### src/rtl/adder_pkg.sv
// Shared definitions for the byte-serial adder slice: word width and sequencer states.
package adder_pkg;

   localparam int WORD_W = 8;

   typedef enum logic [1:0] {
      ST_IDLE = 2'd0,
      ST_RUN  = 2'd1,
      ST_DONE = 2'd2
   } state_t;

endpackage

### src/rtl/wide_add_seq_if.sv
// Request/result handshake bundle for wide_add_seq; master = requester/consumer, slave = sequencer.
interface wide_add_seq_if
   import adder_pkg::*;
#(
   parameter int WORDS = 4
);
   logic                      in_valid;
   logic                      in_ready;
   logic [WORDS*WORD_W-1:0]   a_in;
   logic [WORDS*WORD_W-1:0]   b_in;
   logic                      cin;
   logic                      sub;
   logic                      out_valid;
   logic                      out_ready;
   logic [WORDS*WORD_W-1:0]   sum_out;
   logic                      cout_out;
   logic                      ovf_out;

   modport master (
      output in_valid, a_in, b_in, cin, sub, out_ready,
      input  in_ready, out_valid, sum_out, cout_out, ovf_out
   );

   modport slave (
      input  in_valid, a_in, b_in, cin, sub, out_ready,
      output in_ready, out_valid, sum_out, cout_out, ovf_out
   );

endinterface

### src/rtl/wide_add_seq_ripplemod.sv
// 8-bit ripple-carry adder (ripplemod), purely combinational.
// Latency: 0 cycles. Backpressure: none.
module ripplemod
   import adder_pkg::*;
(
   input  logic [WORD_W-1:0] a,
   input  logic [WORD_W-1:0] b,
   input  logic              ci,
   output logic [WORD_W-1:0] s,
   output logic              co
);
   logic carry;

   always_comb begin
      carry = ci;
      s     = '0;
      for (int i = 0; i < WORD_W; i++) begin
         s[i]  = a[i] ^ b[i] ^ carry;
         carry = (a[i] & b[i]) | (a[i] & carry) | (b[i] & carry);
      end
      co = carry;
   end

endmodule

### src/rtl/wide_add_seq.sv
// Multi-word add/sub sequencer: one shared 8-bit ripple adder, LSB word first, carry registered.
// Latency: out_valid WORDS+1 cycles after accept; one request per WORDS+2 cycles.
// Backpressure: result held until out_ready; in_ready low whenever not IDLE, nothing queued.
module wide_add_seq
   import adder_pkg::*;
#(
   parameter int WORDS = 4
) (
   input  logic           clk,
   input  logic           rst_n,
   wide_add_seq_if.slave  bus
);
   localparam int W  = WORDS * WORD_W;
   localparam int CW = (WORDS > 1) ? $clog2(WORDS) : 1;
   localparam logic [CW-1:0] LAST = CW'(WORDS - 1);

   state_t            state, state_nxt;
   logic [CW-1:0]     cnt;
   logic [W-1:0]      a_reg, b_reg, sum_reg;
   logic              carry_reg, cout_reg, ovf_reg;
   logic [WORD_W-1:0] a_w, b_w, s_w;
   logic              co_w;
   logic              accept;

   assign bus.in_ready  = (state == ST_IDLE);
   assign bus.out_valid = (state == ST_DONE);
   assign bus.sum_out   = sum_reg;
   assign bus.cout_out  = cout_reg;
   assign bus.ovf_out   = ovf_reg;
   assign accept        = bus.in_valid && bus.in_ready;

   // Word mux feeding the shared adder.
   always_comb begin
      a_w = '0;
      b_w = '0;
      for (int k = 0; k < WORDS; k++) begin
         if (cnt == CW'(k)) begin
            a_w = a_reg[k*WORD_W +: WORD_W];
            b_w = b_reg[k*WORD_W +: WORD_W];
         end
      end
   end

   ripplemod u_add (
      .a  (a_w),
      .b  (b_w),
      .ci (carry_reg),
      .s  (s_w),
      .co (co_w)
   );

   always_ff @(posedge clk or negedge rst_n) begin
      if (!rst_n) state <= ST_IDLE;
      else        state <= state_nxt;
   end

   always_comb begin
      state_nxt = state;
      case (state)
         ST_IDLE: if (accept)        state_nxt = ST_RUN;
         ST_RUN:  if (cnt == LAST)   state_nxt = ST_DONE;
         ST_DONE: if (bus.out_ready) state_nxt = ST_IDLE;
         default:                    state_nxt = ST_IDLE;
      endcase
   end

   always_ff @(posedge clk or negedge rst_n) begin
      if (!rst_n) begin
         cnt       <= '0;
         a_reg     <= '0;
         b_reg     <= '0;
         sum_reg   <= '0;
         carry_reg <= 1'b0;
         cout_reg  <= 1'b0;
         ovf_reg   <= 1'b0;
      end else if (accept) begin
         // Subtract is A + ~B + 1, so cin is overridden.
         a_reg     <= bus.a_in;
         b_reg     <= bus.b_in ^ {W{bus.sub}};
         carry_reg <= bus.sub | bus.cin;
         cnt       <= '0;
      end else if (state == ST_RUN) begin
         for (int k = 0; k < WORDS; k++) begin
            if (cnt == CW'(k)) sum_reg[k*WORD_W +: WORD_W] <= s_w;
         end
         carry_reg <= co_w;
         if (cnt == LAST) begin
            cnt      <= '0;
            cout_reg <= co_w;
            ovf_reg  <= a_w[WORD_W-1] ^ b_w[WORD_W-1] ^ s_w[WORD_W-1] ^ co_w;
         end else begin
            cnt <= cnt + 1'b1;
         end
      end
   end

endmodule

### src/flat_wrapper.sv
// flat-port wrapper written by rule: the top's interface ports become plain ports
module wide_add_seq_flat import adder_pkg::*;
#(
   parameter int WORDS = 4
)
  (clk, rst_n, bus_in_valid, bus_a_in, bus_b_in, bus_cin, bus_sub, bus_out_ready, bus_in_ready, bus_out_valid, bus_sum_out, bus_cout_out, bus_ovf_out);
  wide_add_seq_if #(.WORDS(WORDS)) bus_i ();
  input  logic clk;
  input  logic rst_n;
  input wire logic [$bits(bus_i.in_valid)-1:0] bus_in_valid;
  input wire logic [$bits(bus_i.a_in)-1:0] bus_a_in;
  input wire logic [$bits(bus_i.b_in)-1:0] bus_b_in;
  input wire logic [$bits(bus_i.cin)-1:0] bus_cin;
  input wire logic [$bits(bus_i.sub)-1:0] bus_sub;
  input wire logic [$bits(bus_i.out_ready)-1:0] bus_out_ready;
  output wire logic [$bits(bus_i.in_ready)-1:0] bus_in_ready;
  output wire logic [$bits(bus_i.out_valid)-1:0] bus_out_valid;
  output wire logic [$bits(bus_i.sum_out)-1:0] bus_sum_out;
  output wire logic [$bits(bus_i.cout_out)-1:0] bus_cout_out;
  output wire logic [$bits(bus_i.ovf_out)-1:0] bus_ovf_out;
  assign bus_i.in_valid = bus_in_valid;
  assign bus_i.a_in = bus_a_in;
  assign bus_i.b_in = bus_b_in;
  assign bus_i.cin = bus_cin;
  assign bus_i.sub = bus_sub;
  assign bus_i.out_ready = bus_out_ready;
  assign bus_in_ready = bus_i.in_ready;
  assign bus_out_valid = bus_i.out_valid;
  assign bus_sum_out = bus_i.sum_out;
  assign bus_cout_out = bus_i.cout_out;
  assign bus_ovf_out = bus_i.ovf_out;
  wide_add_seq #(.WORDS(WORDS)) u_core (.clk(clk), .rst_n(rst_n), .bus(bus_i));
endmodule
### config.mk
export PLATFORM = sky130hd
export DESIGN_NAME = wide_add_seq_flat
export DESIGN_NICKNAME = d
export VERILOG_FILES = /design/src/rtl/adder_pkg.sv /design/src/rtl/wide_add_seq_if.sv /design/src/rtl/wide_add_seq_ripplemod.sv /design/src/rtl/wide_add_seq.sv /design/src/flat_wrapper.sv
export SDC_FILE = /design/constraint.sdc
export NUM_CORES = 1
export LEC_CHECK = 0
export BUFFER_PORTS_ARGS = -buffer_cell sky130_fd_sc_hd__buf_2
export CORE_MARGIN = 2
export CORE_UTILIZATION = 35
export CTS_BUF_LIST = sky130_fd_sc_hd__clkbuf_4
export DETAILED_ROUTE_END_ITERATION = 12
export SKIP_CTS_REPAIR_TIMING = 1
export SLEW_MARGIN = 20
export SYNTH_ARGS = -nofsm -noshare
export SYNTH_HDL_FRONTEND = slang
export SYNTH_SLANG_ARGS = --single-unit
### constraint.sdc
create_clock -name clk -period 5.8 [get_ports clk]
set_clock_uncertainty 0.2 [all_clocks]
set_input_delay 0.29 -clock clk [delete_from_list [all_inputs] [get_ports clk]]
set_output_delay 0.29 -clock clk [all_outputs]
set_load 0.01 [all_outputs]
======== Word level (Yosys, flattened, before mapping) ========
Index checks and enable logic that the tools add are counted.
operators by class
  muxes and demuxes ....................... 17
  reductions and logical operators ........ 9
  add/sub/neg operators ................... 1
  equal/unequal tests ..................... 8
  bitwise operators ....................... 61
operator list
  operator               count
  $mux W8                8
  $xor A32 B32 Y32       1
  $and A1 B1 Y1          24
  $xor A1 B1 Y1          18
  $or A1 B1 Y1           17
  $reduce_and A3 Y1      5
  $mux W2                6
  $eq A2 B2 Y1 const B   3
  $pmux W2 S3            1
  $eq A2 B1 Y1 const B   2
  $logic_not A2 Y1       2
  $ne A2 B2 Y1 const B   2
  $add A2 B1 Y2 const B  1
  $mux W1                2
  $ne A2 B1 Y1 const B   1
  $reduce_bool A2 Y1     1
  $logic_and A1 B1 Y1    1
  $not A1 Y1             1
word-level totals
  register bits ........................... 103
  output and inout port bits .............. 36
  word-level logic and storage cells ...... 107
  bits of input ports ..................... 70

======== Depth between registers and ports, before layout ========
Gate-level depths: netlist (run 1).
  word-level depth ........................ 31
  gate-level depth with buffers ........... 19
  depth with buffers taken out ............ 17

======== Cells and area by module ========
A second synthesis (run 1) with hierarchy kept.
unflattened totals
  cells, all modules ...................... 477
  area, all modules ....................... 4867.2 um^2
modules (own cells, without submodules)
  module        cells each  instances  area each (um^2)  sequential area each (um^2)
  wide_add_seq  459         1          4669.5            2577.5
  ripplemod     18          1          197.7             0.0

======== Worst setup path after synthesis (run 1) ========
No wires, ideal clock.
  path type ............................... register to register
  from .................................... reg u_core.cnt[0]
  to ...................................... reg u_core.ovf_reg (netlist: u_core.bus.ovf_out)
  required time ........................... 5473 ps
  path buffers ............................ 2
  stages on the path, launching flop included .. 20
  setup slack ............................. 733 ps
  setup time .............................. 127 ps
  data arrival time ....................... 4740 ps
  period minus slack after synthesis ...... 5067 ps
  cell sequence ........................... dfrtp_1 > inv_1 > ha_1 > clkbuf_1 > buf_2 > a21oi_1 > o21ai_0 > a22oi_1 > fa_1 > inv_1 > fa_1 > fa_1 > fa_1 > fa_1 > fa_1 > fa_1 > fa_1 > xor2_1 > xnor2_1 > o21ai_0
on the way
  elaborated cells between the ends (all ways) .. 57
  classes of those cells .................. eq/ne: 3; mux: 8; bitwise: 44; reduce/logical: 2
RTL lines
  item                           RTL line                      source
  from (decl)                    wide_add_seq.sv:18            logic [CW-1:0] cnt;
  from (signal assigned)         wide_add_seq.sv:92            cnt <= cnt + 1'b1;
  $logic_not A2 Y1               wide_add_seq.sv:37            if (cnt == CW'(k)) begin
  $mux W8 (4 in series)          wide_add_seq.sv:37
  $and A1 B1 Y1                  wide_add_seq_ripplemod.sv:19  carry = (a[i] & b[i]) | (a[i] & carry) | (b[i] & carry);
  $or A1 B1 Y1 (2 in series)     wide_add_seq_ripplemod.sv:19
  $and A1 B1 Y1                  wide_add_seq_ripplemod.sv:19
  $or A1 B1 Y1 (2 in series)     wide_add_seq_ripplemod.sv:19
  $and A1 B1 Y1                  wide_add_seq_ripplemod.sv:19
  $or A1 B1 Y1 (2 in series)     wide_add_seq_ripplemod.sv:19
  [4 not listed]                 n/a
  $or A1 B1 Y1 (2 in series)     wide_add_seq_ripplemod.sv:19
  $and A1 B1 Y1                  wide_add_seq_ripplemod.sv:19
  $or A1 B1 Y1 (2 in series)     wide_add_seq_ripplemod.sv:19
  $and A1 B1 Y1                  wide_add_seq_ripplemod.sv:19
  $or A1 B1 Y1 (2 in series)     wide_add_seq_ripplemod.sv:19
  $xor A1 B1 Y1 *                wide_add_seq_ripplemod.sv:18  s[i] = a[i] ^ b[i] ^ carry;
  named net u_core.s_w[7]        wide_add_seq.sv:21            logic [WORD_W-1:0] a_w, b_w, s_w;
  $xor A1 B1 Y1 * (2 in series)  wide_add_seq.sv:90            ovf_reg <= a_w[WORD_W-1] ^ b_w[WORD_W-1] ^ s_w[WORD_W-1] ^ co_w;
  to (signal assigned)           wide_add_seq.sv:90
  to (decl)                      wide_add_seq.sv:20            logic carry_reg, cout_reg, ovf_reg;
Mark *: on every way through the listed nets, which the timed path passes. The rest lies on a longest branch.
A chain may end at the register's enable or synchronous reset.

======== Final worst setup path (run 1) ========
  from .................................... reg u_core.cnt[1]
  to ...................................... reg u_core.ovf_reg (netlist: u_core.bus.ovf_out)
Same word-level chain as after synthesis.

==> summary.txt, run 1 <==
Run status
  • Status: complete, no violations

STA
  • Number of setup violations in the final report: 0
  • Setup TNS: 0 ns
  • F_max: 185 MHz
  • Tcrit/Tclk final: 93.0%
  • Slew headroom: approximately two fifths
  • Clock period minus worst slack: about 5.4 ns
  • Final hold viol count: 0
  • Slew Limit Fails: 0
  • Worst Tran Pin Value: approximately 0.87 ns
  • RSZ-0062 raised after global routing: false
  • Hold Slack: ~0.03 ns

Worst setup path
  • Worst EP required: about 5.9 ns
  • CP Launch Type: register
  • Critical Path AT: around 5.5 ns
  • Crit path capture type: register
  • Critical path type: register to register
  • Crit path max fanout: 19

GRT
  • First-pass GRT wire length: approximately 18,000 µm
  • Pin count of the biggest net entering global routing: 83
  • GRT Residual Overflow: 0
  • Vias in the first global route: roughly 3,500
  • GRT Total Usage: around 16%
  • Initial antenna violation count: 0

Floorplan
  • I/O pins: ~110
  • Die H: 123 µm
  • Starting Density: between 30 and 40%
  • Chip width: 123 µm
  • Core footprint: ~14,000 µm²
  • Die area: between 15,000 and 20,000 µm²
  • Num rows: 43

Routing
  • Residual DRC: 0
  • Final WL: approximately 12,000 µm
  • Via-per-instance ratio: between 4 and 5
  • Post-DR wirelength/cell: between 15 and 20 µm
  • Vias: roughly 3,700
  • DR iter-0 viols: ~260
  • DRT antenna net count: 0
  • First-pass detailed-route iteration total: 4

Synth
  • Cells after synthesis: 443
  • Netlist cell types: 27
  • Synth top area cells: dfrtp_1 (52%), mux2_2 (12%), a21oi_1 (5.7%)
  • Syn nets: roughly 530
  • Post-synthesis sequential area ratio: ~52%
  • Post-Syn Area per Cell: between 10 and 15 µm²
  • Post-synth top area share: 52.3%
  • Area of the mapped netlist: between 4000 and 5000 µm²
  • Area leader, netlist: dfrtp_1
  • FF+latch count, synth: 103
  • Synth warn: 0

CTS
  • Cts bufs inserted: 9
  • Worst-Skew Late Latency: around 0.46 ns
  • CTS tree: built
  • H-tree depth: 3
  • Clk sinks: 103
  • Clock Path Buffers: 2
  • Clk root buf: clkbuf_4
  • Clock slew at reported path FFs: approximately 0.15 ns

Pwr
  • LEAKAGE: around 0.0029 µW
  • Pwr dens: 594 nW/µm²
  • Worst vdd ir: 262 µV

Finish
  • Area grow syn2layout: 29.5%
  • Nets: 688
  • Diode count: 0
  • Share of layout cells above drive strength 1: a little under a third

Placed design
  • Dpl hpwl: about 9000 µm
  • RePlAce Congestion: between 0.8 and 0.9
  • IO buf count: 105

Job
  • Max Cap Viol: 0

Worst hold path
  • HP Class: input port to asynchronous set/reset pin
layout by cell type (no fill, tap or decap):
cell type      netlist  layout
buf_2               16     104
dfrtp_1            103     103
dlygate4sd3_1        0      67
a21oi_1             56      56
mux2_2              51      51
nand2_1             39      39
o21ai_0             39      39
nor2_1              25      25
xnor2_1             25      25
inv_1               21      21
a22o_1              14      14
clkbuf_4             0      12
buf_4                4      10
xor2_1               9       9
fa_1                 8       8
ha_1                 5       5
nand3b_2             3       3
nand2b_1             2       2
a22oi_1              2       2
o31ai_1              2       2
mux2_1               2       2
clkinvlp_4           0       2
nand3b_1             1       1
nor3b_4              0       1
nor2b_1              1       1
o311ai_1             1       1
or3_1                1       1
o21bai_1             1       1
bufinv_16            0       1
buf_6                5       1
power breakdown:
part,switching (µW),internal [µW]
clock,226,144
combinational,1130,987
sequential,219,1090
path summary, 6_finish.rpt:
kind	startpoint	end	slack, ns	cells after the start
setup / recovery	u_core.cnt[1]$_DFFE_PN0P_	u_core.bus.ovf_out$_DFFE_PN0P_	0.40	18
hold / removal	rst_n	u_core.bus.sum_out[10]$_DFFE_PN0P_	0.03	2
setup reg to reg	u_core.cnt[1]$_DFFE_PN0P_	u_core.bus.ovf_out$_DFFE_PN0P_	0.40	18
hold reg to reg	u_core.bus.ovf_out$_DFFE_PN0P_	u_core.bus.ovf_out$_DFFE_PN0P_	0.32	2
max in group asynchronous	rst_n	u_core.b_reg[20]$_DFFE_PN0P_	4.35	3
min in group clk	u_core.bus.ovf_out$_DFFE_PN0P_	u_core.bus.ovf_out$_DFFE_PN0P_	0.32	2
critical path, cell delays in order, from the launching register on:
cell and delay [ns]:
dfrtp_1 0.41, inv_1 0.09, ha_1 0.23, buf_4 0.20, a21oi_1 0.12, o21ai_0 0.09
a22oi_1 0.22, fa_1 0.21, inv_1 0.05, fa_1 0.39, fa_1 0.42, fa_1 0.42
fa_1 0.41, fa_1 0.40, fa_1 0.40, fa_1 0.59, xor2_1 0.19, xnor2_1 0.13
o21ai_0 0.09
routing by layer:
| layer | up-vias | part of all wire (%) | track usage (%) |
|---|---|---|---|
| met5 | - | 0 | 0 |
| met4 | 0 | 0.53 | 3.38 |
| met3 | 6 | 5.2 | 4.93 |
| met2 | 106 | 50 | 27.4 |
| met1 | 1818 | 44 | 20.6 |
| li1 | 1815 | - | - |
cell usage after synthesis (all sizes together):
library cell  instances
nand3b                4
nor2b                 1
o31ai                 2
mux2                 53
nor2                 25
dfrtp               103
nor3b                 1
buf                  25
a22o                 14
or3                   1
o311ai                1
o21bai                1
ha                    5
xor2                  9
clkbuf                6
xnor2                25
o21ai                39
nand2b                2
a21oi                56
inv                  21
nand2                39
fa                    8
a22oi                 2
through the flow:
step                instance area (µm²)  worst slack, ns  std cells  power, µW  util (%)
global route                       6380            0.107        789       4140      46.1
detailed placement                 5570            0.436        707       3430      40.3
CTS                                5710            0.416        722       3800      41.3
floorplan                          4930            0.733        443       2760         -
finish                             6380            0.405        789       3790      46.1
global placement                   5570            0.647        707       3340      40.3
logic make-up (layout without fill, tap and decap cells):
family                     count (synthesis)  after routing  share of synthesized area, %
AOI/OAI and AO/OA                        115            115                          13.1
buffers and inverters                     52            218                          5.44
and+or+nand+nor                           73             73                          6.48
DFF                                      103            103                          52.3
xor gates and xnor gates                  34             34                          6.05
adders and majority gates                 13             13                          4.52
muxes                                     53             53                          12.1
cell type report:
class,instances,area [µm²]
Fill cell,1338,7450
Clock buffer,12,90.1
Sequential cell,103,2580
Tap cell,180,225
Multi-Input combinational cell,288,2090
Timing Repair Buffer,182,1280
Clock inverter,3,45.0
Inverter,21,78.8
No activity file was read; power rests on OpenSTA's default activity.
==> run 2: changes to the inputs <==
ABC_AREA = 1   (was default)
==> summary.txt, run 2 <==
Run status
  • Status: complete, no violations (unchanged)

Floorplan
  • Die area: 15,300 µm² (was 15,000 µm²)
  • Starting Density: 36.0% (was 35.6%)
  • Num rows: 43 (unchanged)
  • Chip width: 124 µm (was 123 µm)
  • I/O pins: 106 (unchanged)
  • Core footprint: 13,900 µm² (was 13,800 µm²)
  • Die H: 124 µm (was 123 µm)

Worst hold path
  • Hold Path Origin: bus_in_valid
  • HP Class: input port to register (was input port to asynchronous set/reset pin)

Synth
  • XOR/XNOR share of the synthesized area: 5.59% (was 6.05%)
  • Cells after synthesis: 580 (was 443)
  • Largest family of logic cells by synthesized area: simple AND/OR/NAND/NOR gates (was compound AO/OA/AOI/OAI gates)
  • FF+latch count, synth: 103 (unchanged)
  • Fraction of registers with async set/reset: 100% (unchanged)
  • Synth Area in Simple Gates: 21.9% (was 6.48%)
  • Synth Flop Type: dfrtp_1 (unchanged)
  • Netlist cell types: 24 (was 27)
  • Syn nets: 663 (was 526)
  • Number of synthesized flops with an enable pin: 0 (unchanged)
  • Synth top area cells: dfrtp_1 (51%), nand2_1 (18%), xnor2_1 (5.6%) (was dfrtp_1 (52%), mux2_2 (12%), a21oi_1 (5.7%))
  • Compound-Gate Fraction of Synth Area: 9.66% (was 13.1%)
  • Post-synth top area share: 51.4% (was 52.3%)
  • Mux cell area share after synthesis: 0% (was 12.1%)
  • Post-synthesis sequential area ratio: 51.4% (was 52.3%)
  • Area leader, netlist: dfrtp_1 (unchanged)
  • Most instantiated cells after synthesis: nand2_1 (236), dfrtp_1 (103), o21ai_0 (46), xnor2_1 (32), nor2_1 (27) (was dfrtp_1 (103), a21oi_1 (56), mux2_2 (51), nand2_1 (39), o21ai_0 (39))
  • Post-Synth Adder-Cell Area: 4.44% (was 4.52%)
  • Most common cell in the netlist: nand2_1 (was dfrtp_1)
  • Area of the mapped netlist: 5010 µm² (was 4930 µm²)
  • Synth warn: 0 (unchanged)
  • Post-Syn Area per Cell: 8.65 µm² (was 11.1 µm²)

STA
  • Clock period minus worst slack: 5.41 ns (was 5.40 ns)
  • Number of setup violations in the final report: 0 (unchanged)
  • Setup TNS: 0 ns (unchanged)
  • Slew Limit Fails: 0 (unchanged)
  • Hold Slack: 0.0641 ns (was 0.0308 ns)
  • RSZ-0062 raised after global routing: false (unchanged)
  • Final hold viol count: 0 (unchanged)
  • Slew headroom: 38.7% (was 41.9%)
  • Worst Tran Pin Value: 0.920 ns (was 0.871 ns)
  • F_max: 185 MHz (about the same)
  • Tcrit/Tclk final: 93.2% (was 93.0%)

GRT
  • Pin count of the biggest net entering global routing: 96 (was 83)
  • GRT Residual Overflow: 0 (unchanged)
  • Vias in the first global route: 3,975 (was 3,460)
  • GRT Total Usage: 17.3% (was 16.2%)
  • Initial antenna violation count: 0 (unchanged)
  • First-pass GRT wire length: 19,900 µm (was 18,300 µm)

Worst setup path
  • Reg2Reg Setup Slack: 0.39 ns (was 0.40 ns)
  • Crit path capture type: register (unchanged)
  • CP Launch Type: register (unchanged)
  • Critical Path AT: 5.60 ns (was 5.53 ns)
  • Critical Path Source: u_core.cnt[1]$_DFFE_PN0P_ (unchanged)
  • Crit path max fanout: 14 (was 19)
  • Worst EP required: 5.99 ns (was 5.93 ns)
  • Reg2reg start: u_core.cnt[1]$_DFFE_PN0P_ (unchanged)
  • Critical path type: register to register (unchanged)

Pwr
  • LEAKAGE: 0.00326 µW (was 0.00289 µW)
  • Worst vdd ir: 216 µV (was 262 µV)
  • Pwr dens: 553 nW/µm² (was 594 nW/µm²)

CTS
  • Clock Path Buffers: 2 (unchanged)
  • Clk sinks: 103 (unchanged)
  • Cts bufs inserted: 9 (unchanged)
  • H-tree depth: 3 (unchanged)
  • Clk root buf: clkbuf_4 (unchanged)
  • CTS tree: built (unchanged)
  • Worst-Skew Late Latency: 0.48 ns (was 0.46 ns)
  • Clock slew at reported path FFs: 0.16 ns (was 0.15 ns)

Placed design
  • Inst Count DP: 840 (was 707)
  • Dpl hpwl: 9250 µm (was 8800 µm)
  • RePlAce Congestion: 0.829 (was 0.847)
  • IO buf count: 105 (unchanged)

Finish
  • Final core occ: 45.7% (was 46.1%)
  • Area grow syn2layout: 27.0% (was 29.5%)
  • Diode count: 0 (unchanged)
  • Most frequent cells in the layout: nand2_1 (236), buf_2 (104), dfrtp_1 (103) (was buf_2 (104), dfrtp_1 (103), dlygate4sd3_1 (67))
  • Nets: 821 (was 688)
  • Most common cell after layout, fill and taps aside: nand2_1 (was buf_2)
  • Final std cells w/o fill: 922 (was 789)
  • Share of layout cells above drive strength 1: 18.5% (was 30.4%)

Routing
  • First-pass detailed-route iteration total: 5 (was 4)
  • Via-per-instance ratio: 4.61 (was 4.75)
  • Vias: 4,250 (was 3,745)
  • Residual DRC: 0 (unchanged)
  • Post-DR wirelength/cell: 14.0 µm (was 15.4 µm)
  • DR iter-0 viols: 271 (was 264)
  • Final WL: 12,900 µm (was 12,100 µm)
  • DRT antenna net count: 0 (unchanged)

Job
  • Max Cap Viol: 0 (unchanged)
run 2: cell count changes in the layout (fill, tap and decap cells not counted), sizes merged, moves of 3 or more:
| cell | delta |
|---|---|
| a22o | -14 |
| clkbuf | -3 |
| nand2 | +202 |
| xnor2 | +7 |
| inv | +7 |
| nand3b | -4 |
| nor2 | +4 |
| mux2 | -53 |
| o21ai | +33 |
| buf | -4 |
| nand3 | +9 |
| xor2 | -9 |
| a21oi | -35 |
run 2: layer usage:
layer	vias to the layer above	track usage, %	routed length (µm)	part of all wire [%]
met5	-	0	0	0
li1	2123	-	-	-
met3	24	3.85	626	4.9
met4	0	6.75	282	2.2
met1	1985	23.4	5960	46
met2	118	27.2	6000	47
run 2: area by class of cell:
cell class	instances	area, µm²
Clock inverter	6	70.1
Tap cell	180	225
Fill cell	1374	7560
Multi-Input combinational cell	419	2080
Sequential cell	103	2580
Inverter	27	104
Clock buffer	9	67.6
Timing Repair Buffer	178	1240
run 2: stage by stage:
| step | setup slack [ns] | power, µW | cell area, µm² |
|---|---|---|---|
| floorplan | 0.892 | 2540 | 5010 |
| global placement | 0.622 | 3080 | 5560 |
| detailed placement | 0.468 | 3140 | 5560 |
| CTS | 0.417 | 3520 | 5700 |
| global route | 0.104 | 3870 | 6370 |
| finish | 0.393 | 3520 | 6370 |
run 2: logic make-up after synthesis:
family,after synthesis
DFF,103
and+or+nand+nor,279
xor gates and xnor gates,32
adders and majority gates,13
buffers and inverters,58
AOI/OAI and AO/OA,95
run 2: final timing paths:
kind	endpoint	depth (start not counted)
setup / recovery	u_core.bus.ovf_out$_DFFE_PN0P_	21
hold / removal	u_core.cnt[1]$_DFFE_PN0P_	4
setup reg to reg	u_core.bus.ovf_out$_DFFE_PN0P_	21
hold reg to reg	u_core.bus.sum_out[0]$_DFFE_PN0P_	2
max in group asynchronous	u_core.b_reg[13]$_DFFE_PN0P_	3
min in group asynchronous	u_core.bus.sum_out[19]$_DFFE_PN0P_	2
run 2: report_power, final:
part	leakage [µW]	internal, µW	switching (µW)
Sequential	0.00129	1060	231
Combinational	0.00191	660	1200
Clock	0.0000646	131	243
Total	0.00326	1850	1670
run 2: critical path, cell delays in order, from the launching register on:
cell and delay, ns:
dfrtp_1 0.42, inv_1 0.07, ha_1 0.30, buf_4 0.23
a21oi_1 0.13, nand2_1 0.07, a21boi_0 0.29, fa_1 0.23
inv_1 0.05, fa_1 0.38, fa_1 0.40, fa_1 0.39
fa_1 0.39, fa_1 0.42, fa_1 0.43, fa_1 0.47
inv_1 0.14, nand2_1 0.09, nand2_1 0.06, nand2_1 0.04
nand3_1 0.06, nand2_1 0.05
==> run 3: changes to the inputs <==
--- a/config.mk
+++ b/config.mk
@@ -7,4 +7,5 @@
 export LEC_CHECK = 0
 export ABC_AREA = 1
+export ABC_CLOCK_PERIOD_IN_PS = 5800
 export BUFFER_PORTS_ARGS = -buffer_cell sky130_fd_sc_hd__buf_2
 export CORE_MARGIN = 2
==> constraint.sdc (replaced) <==
create_clock -name clk -period 5.8 [get_ports clk]
set_clock_uncertainty 0.2 [all_clocks]
set_input_delay 0.58 -clock clk [delete_from_list [all_inputs] [get_ports clk]]
set_output_delay 0.58 -clock clk [all_outputs]
set_load 0.01 [all_outputs]
==> summary.txt, run 3 (synthesis gave the netlist of run 2 again) <==
Placed design
  • RePlAce Congestion: 0.829 (unchanged)
  • Inst Count DP: 840 (unchanged)
  • Dpl hpwl: 9250 µm (unchanged)
  • IO buf count: 105 (unchanged)

Routing
  • Via-per-instance ratio: 4.64 (was 4.61)
  • Residual DRC: 0 (unchanged)
  • DRT antenna net count: 0 (unchanged)
  • DR iter-0 viols: 276 (was 271)
  • First-pass detailed-route iteration total: 5 (unchanged)
  • Post-DR wirelength/cell: 14.3 µm (was 14.0 µm)
  • Vias: 3,975 (was 4,250)
  • Final WL: 12,200 µm (was 12,900 µm)

STA
  • Setup TNS: 0 ns (unchanged)
  • Clock period minus worst slack: 5.41 ns (about the same)
  • Hold Slack: 0.0667 ns (was 0.0641 ns)
  • Tcrit/Tclk final: 93.2% (about the same)
  • Slew headroom: 39.9% (was 38.7%)
  • Final hold viol count: 0 (unchanged)
  • Worst Tran Pin Value: 0.902 ns (was 0.920 ns)
  • F_max: 185 MHz (about the same)
  • Slew Limit Fails: 0 (unchanged)
  • RSZ-0062 raised after global routing: false (unchanged)
  • Number of setup violations in the final report: 0 (unchanged)

Finish
  • Share of layout cells above drive strength 1: 20.3% (was 18.5%)
  • Fillers: 1,429 (was 1,374)
  • Nets: 755 (was 821)
  • Final std cells w/o fill: 856 (was 922)
  • Area grow syn2layout: 13.9% (was 27.0%)
  • Most frequent cells in the layout: nand2_1 (236), buf_2 (104), dfrtp_1 (103) (unchanged)
  • Most common cell after layout, fill and taps aside: nand2_1 (unchanged)
  • Diode count: 0 (unchanged)

Pwr
  • Sw frac: 47.7% (was 47.5%)
  • Power Internal: 1820 µW (was 1850 µW)
  • Sw power: 1660 µW (was 1670 µW)
  • LEAKAGE: 0.00298 µW (was 0.00326 µW)
  • Sequential share of power: 37.0% (was 36.6%)
  • Worst vdd ir: 215 µV (was 216 µV)
  • Clk pwr share: 10.8% (was 10.6%)
  • Comb pwr share: 52.2% (was 52.7%)
  • Pwr dens: 609 nW/µm² (was 553 nW/µm²)

GRT
  • First-pass GRT wire length: 19,900 µm (unchanged)
  • Vias in the first global route: 3,975 (unchanged)
  • GRT Residual Overflow: 0 (unchanged)
  • Initial antenna violation count: 1 (was 0)
  • Pin count of the biggest net entering global routing: 96 (unchanged)
  • GRT Total Usage: 17.3% (unchanged)

Worst setup path
  • Reg2Reg Depth: 20 (was 21)
  • Crit path capture type: register (unchanged)
  • CP Launch Type: register (unchanged)
  • Crit path max fanout: 14 (unchanged)
  • Critical Path AT: 5.60 ns (about the same)
  • Worst EP required: 6.00 ns (was 5.99 ns)
  • Critical path type: register to register (unchanged)

CTS
  • Clk root buf: clkbuf_4 (unchanged)
  • H-tree depth: 3 (unchanged)
  • Worst-Skew Late Latency: 0.49 ns (was 0.48 ns)
  • Clock Path Buffers: 2 (unchanged)
  • Clk sinks: 103 (unchanged)
  • Clock slew at reported path FFs: 0.17 ns (was 0.16 ns)
  • Cts bufs inserted: 9 (unchanged)
  • CTS tree: built (unchanged)

Floorplan
  • Num rows: 43 (unchanged)
  • Starting Density: 36.0% (unchanged)
  • Chip width: 124 µm (unchanged)
  • Die H: 124 µm (unchanged)
  • Core footprint: 13,900 µm² (unchanged)
  • Die area: 15,300 µm² (unchanged)
  • I/O pins: 106 (unchanged)

Worst hold path
  • HP Class: input port to register (unchanged)
  • Hold path depth: 2 (was 4)

Job
  • Max Cap Viol: 0 (unchanged)

Run status
  • Status: complete, no violations (unchanged)
[run 3: power groups by stage]
stage	Combinational, µW	Sequential, µW	Clock [µW]
floorplan	1270	1270	0
global placement	1780	1300	0
detailed placement	1840	1300	0
CTS	1840	1290	388
global route	2090	1330	413
finish	1820	1290	376
[run 3: cell type report]
| class | instances | area (µm²) | area share, % |
|---|---|---|---|
| flip-flops and latches | 103 | 2580 | 45.1 |
| multi-input cells | 419 | 2080 | 36.5 |
| repair buffers | 112 | 583 | 10.2 |
| well taps | 180 | 225 | 3.94 |
| inverters | 27 | 104 | 1.82 |
| clock inverters | 6 | 70.1 | 1.23 |
| clock buffers | 9 | 67.6 | 1.18 |
[run 3: critical path: stages (launching register included)]
cell,delay (ns)
dfrtp_1,0.45
ha_1,0.34
buf_4,0.23
a21oi_1,0.13
nand2_1,0.07
a21boi_0,0.29
fa_1,0.23
inv_1,0.05
fa_1,0.38
fa_1,0.40
fa_1,0.39
fa_1,0.39
fa_1,0.42
fa_1,0.43
fa_1,0.47
inv_1,0.14
nand2_1,0.09
nand2_1,0.06
nand2_1,0.04
nand3_1,0.06
nand2_1,0.05
[run 3: worst paths after layout]
kind	from	end	slack (ns)
setup / recovery	u_core.cnt[0]$_DFFE_PN0P_	u_core.bus.ovf_out$_DFFE_PN0P_	0.39
hold / removal	bus_out_ready	u_core.state[1]$_DFFE_PN0P_	0.07
setup reg to reg	u_core.cnt[0]$_DFFE_PN0P_	u_core.bus.ovf_out$_DFFE_PN0P_	0.39
hold reg to reg	u_core.bus.sum_out[0]$_DFFE_PN0P_	u_core.bus.sum_out[0]$_DFFE_PN0P_	0.30
max in group asynchronous	rst_n	u_core.b_reg[13]$_DFFE_PN0P_	3.86
min in group asynchronous	rst_n	u_core.bus.sum_out[0]$_DFFE_PN0P_	0.43
[run 3: through the flow]
step | worst slack, ns | area, µm² | utilization (%) | total power (µW)
6_report | 0.392 | 5710 | 41.0 | 3480
5_1_grt | 0.104 | 5710 | 41.0 | 3830
4_1_cts | 0.417 | 5700 | 40.9 | 3520
3_5_place_dp | 0.468 | 5560 | 39.9 | 3140
3_3_place_gp | 0.622 | 5560 | 39.9 | 3080
2_1_floorplan | 0.892 | 5010 | - | 2540
[run 3: metal layers]
metal / part of all wire [%] / wire length (µm) / GRT usage (%) / up-vias
li1: - / - / - / 1994
met1: 46 / 5620 / 23.4 / 1831
met2: 46 / 5560 / 27.2 / 121
met3: 5.9 / 716 / 3.85 / 27
met4: 2.4 / 299 / 6.75 / 2
met5: 0.11 / 13 / 0 / -
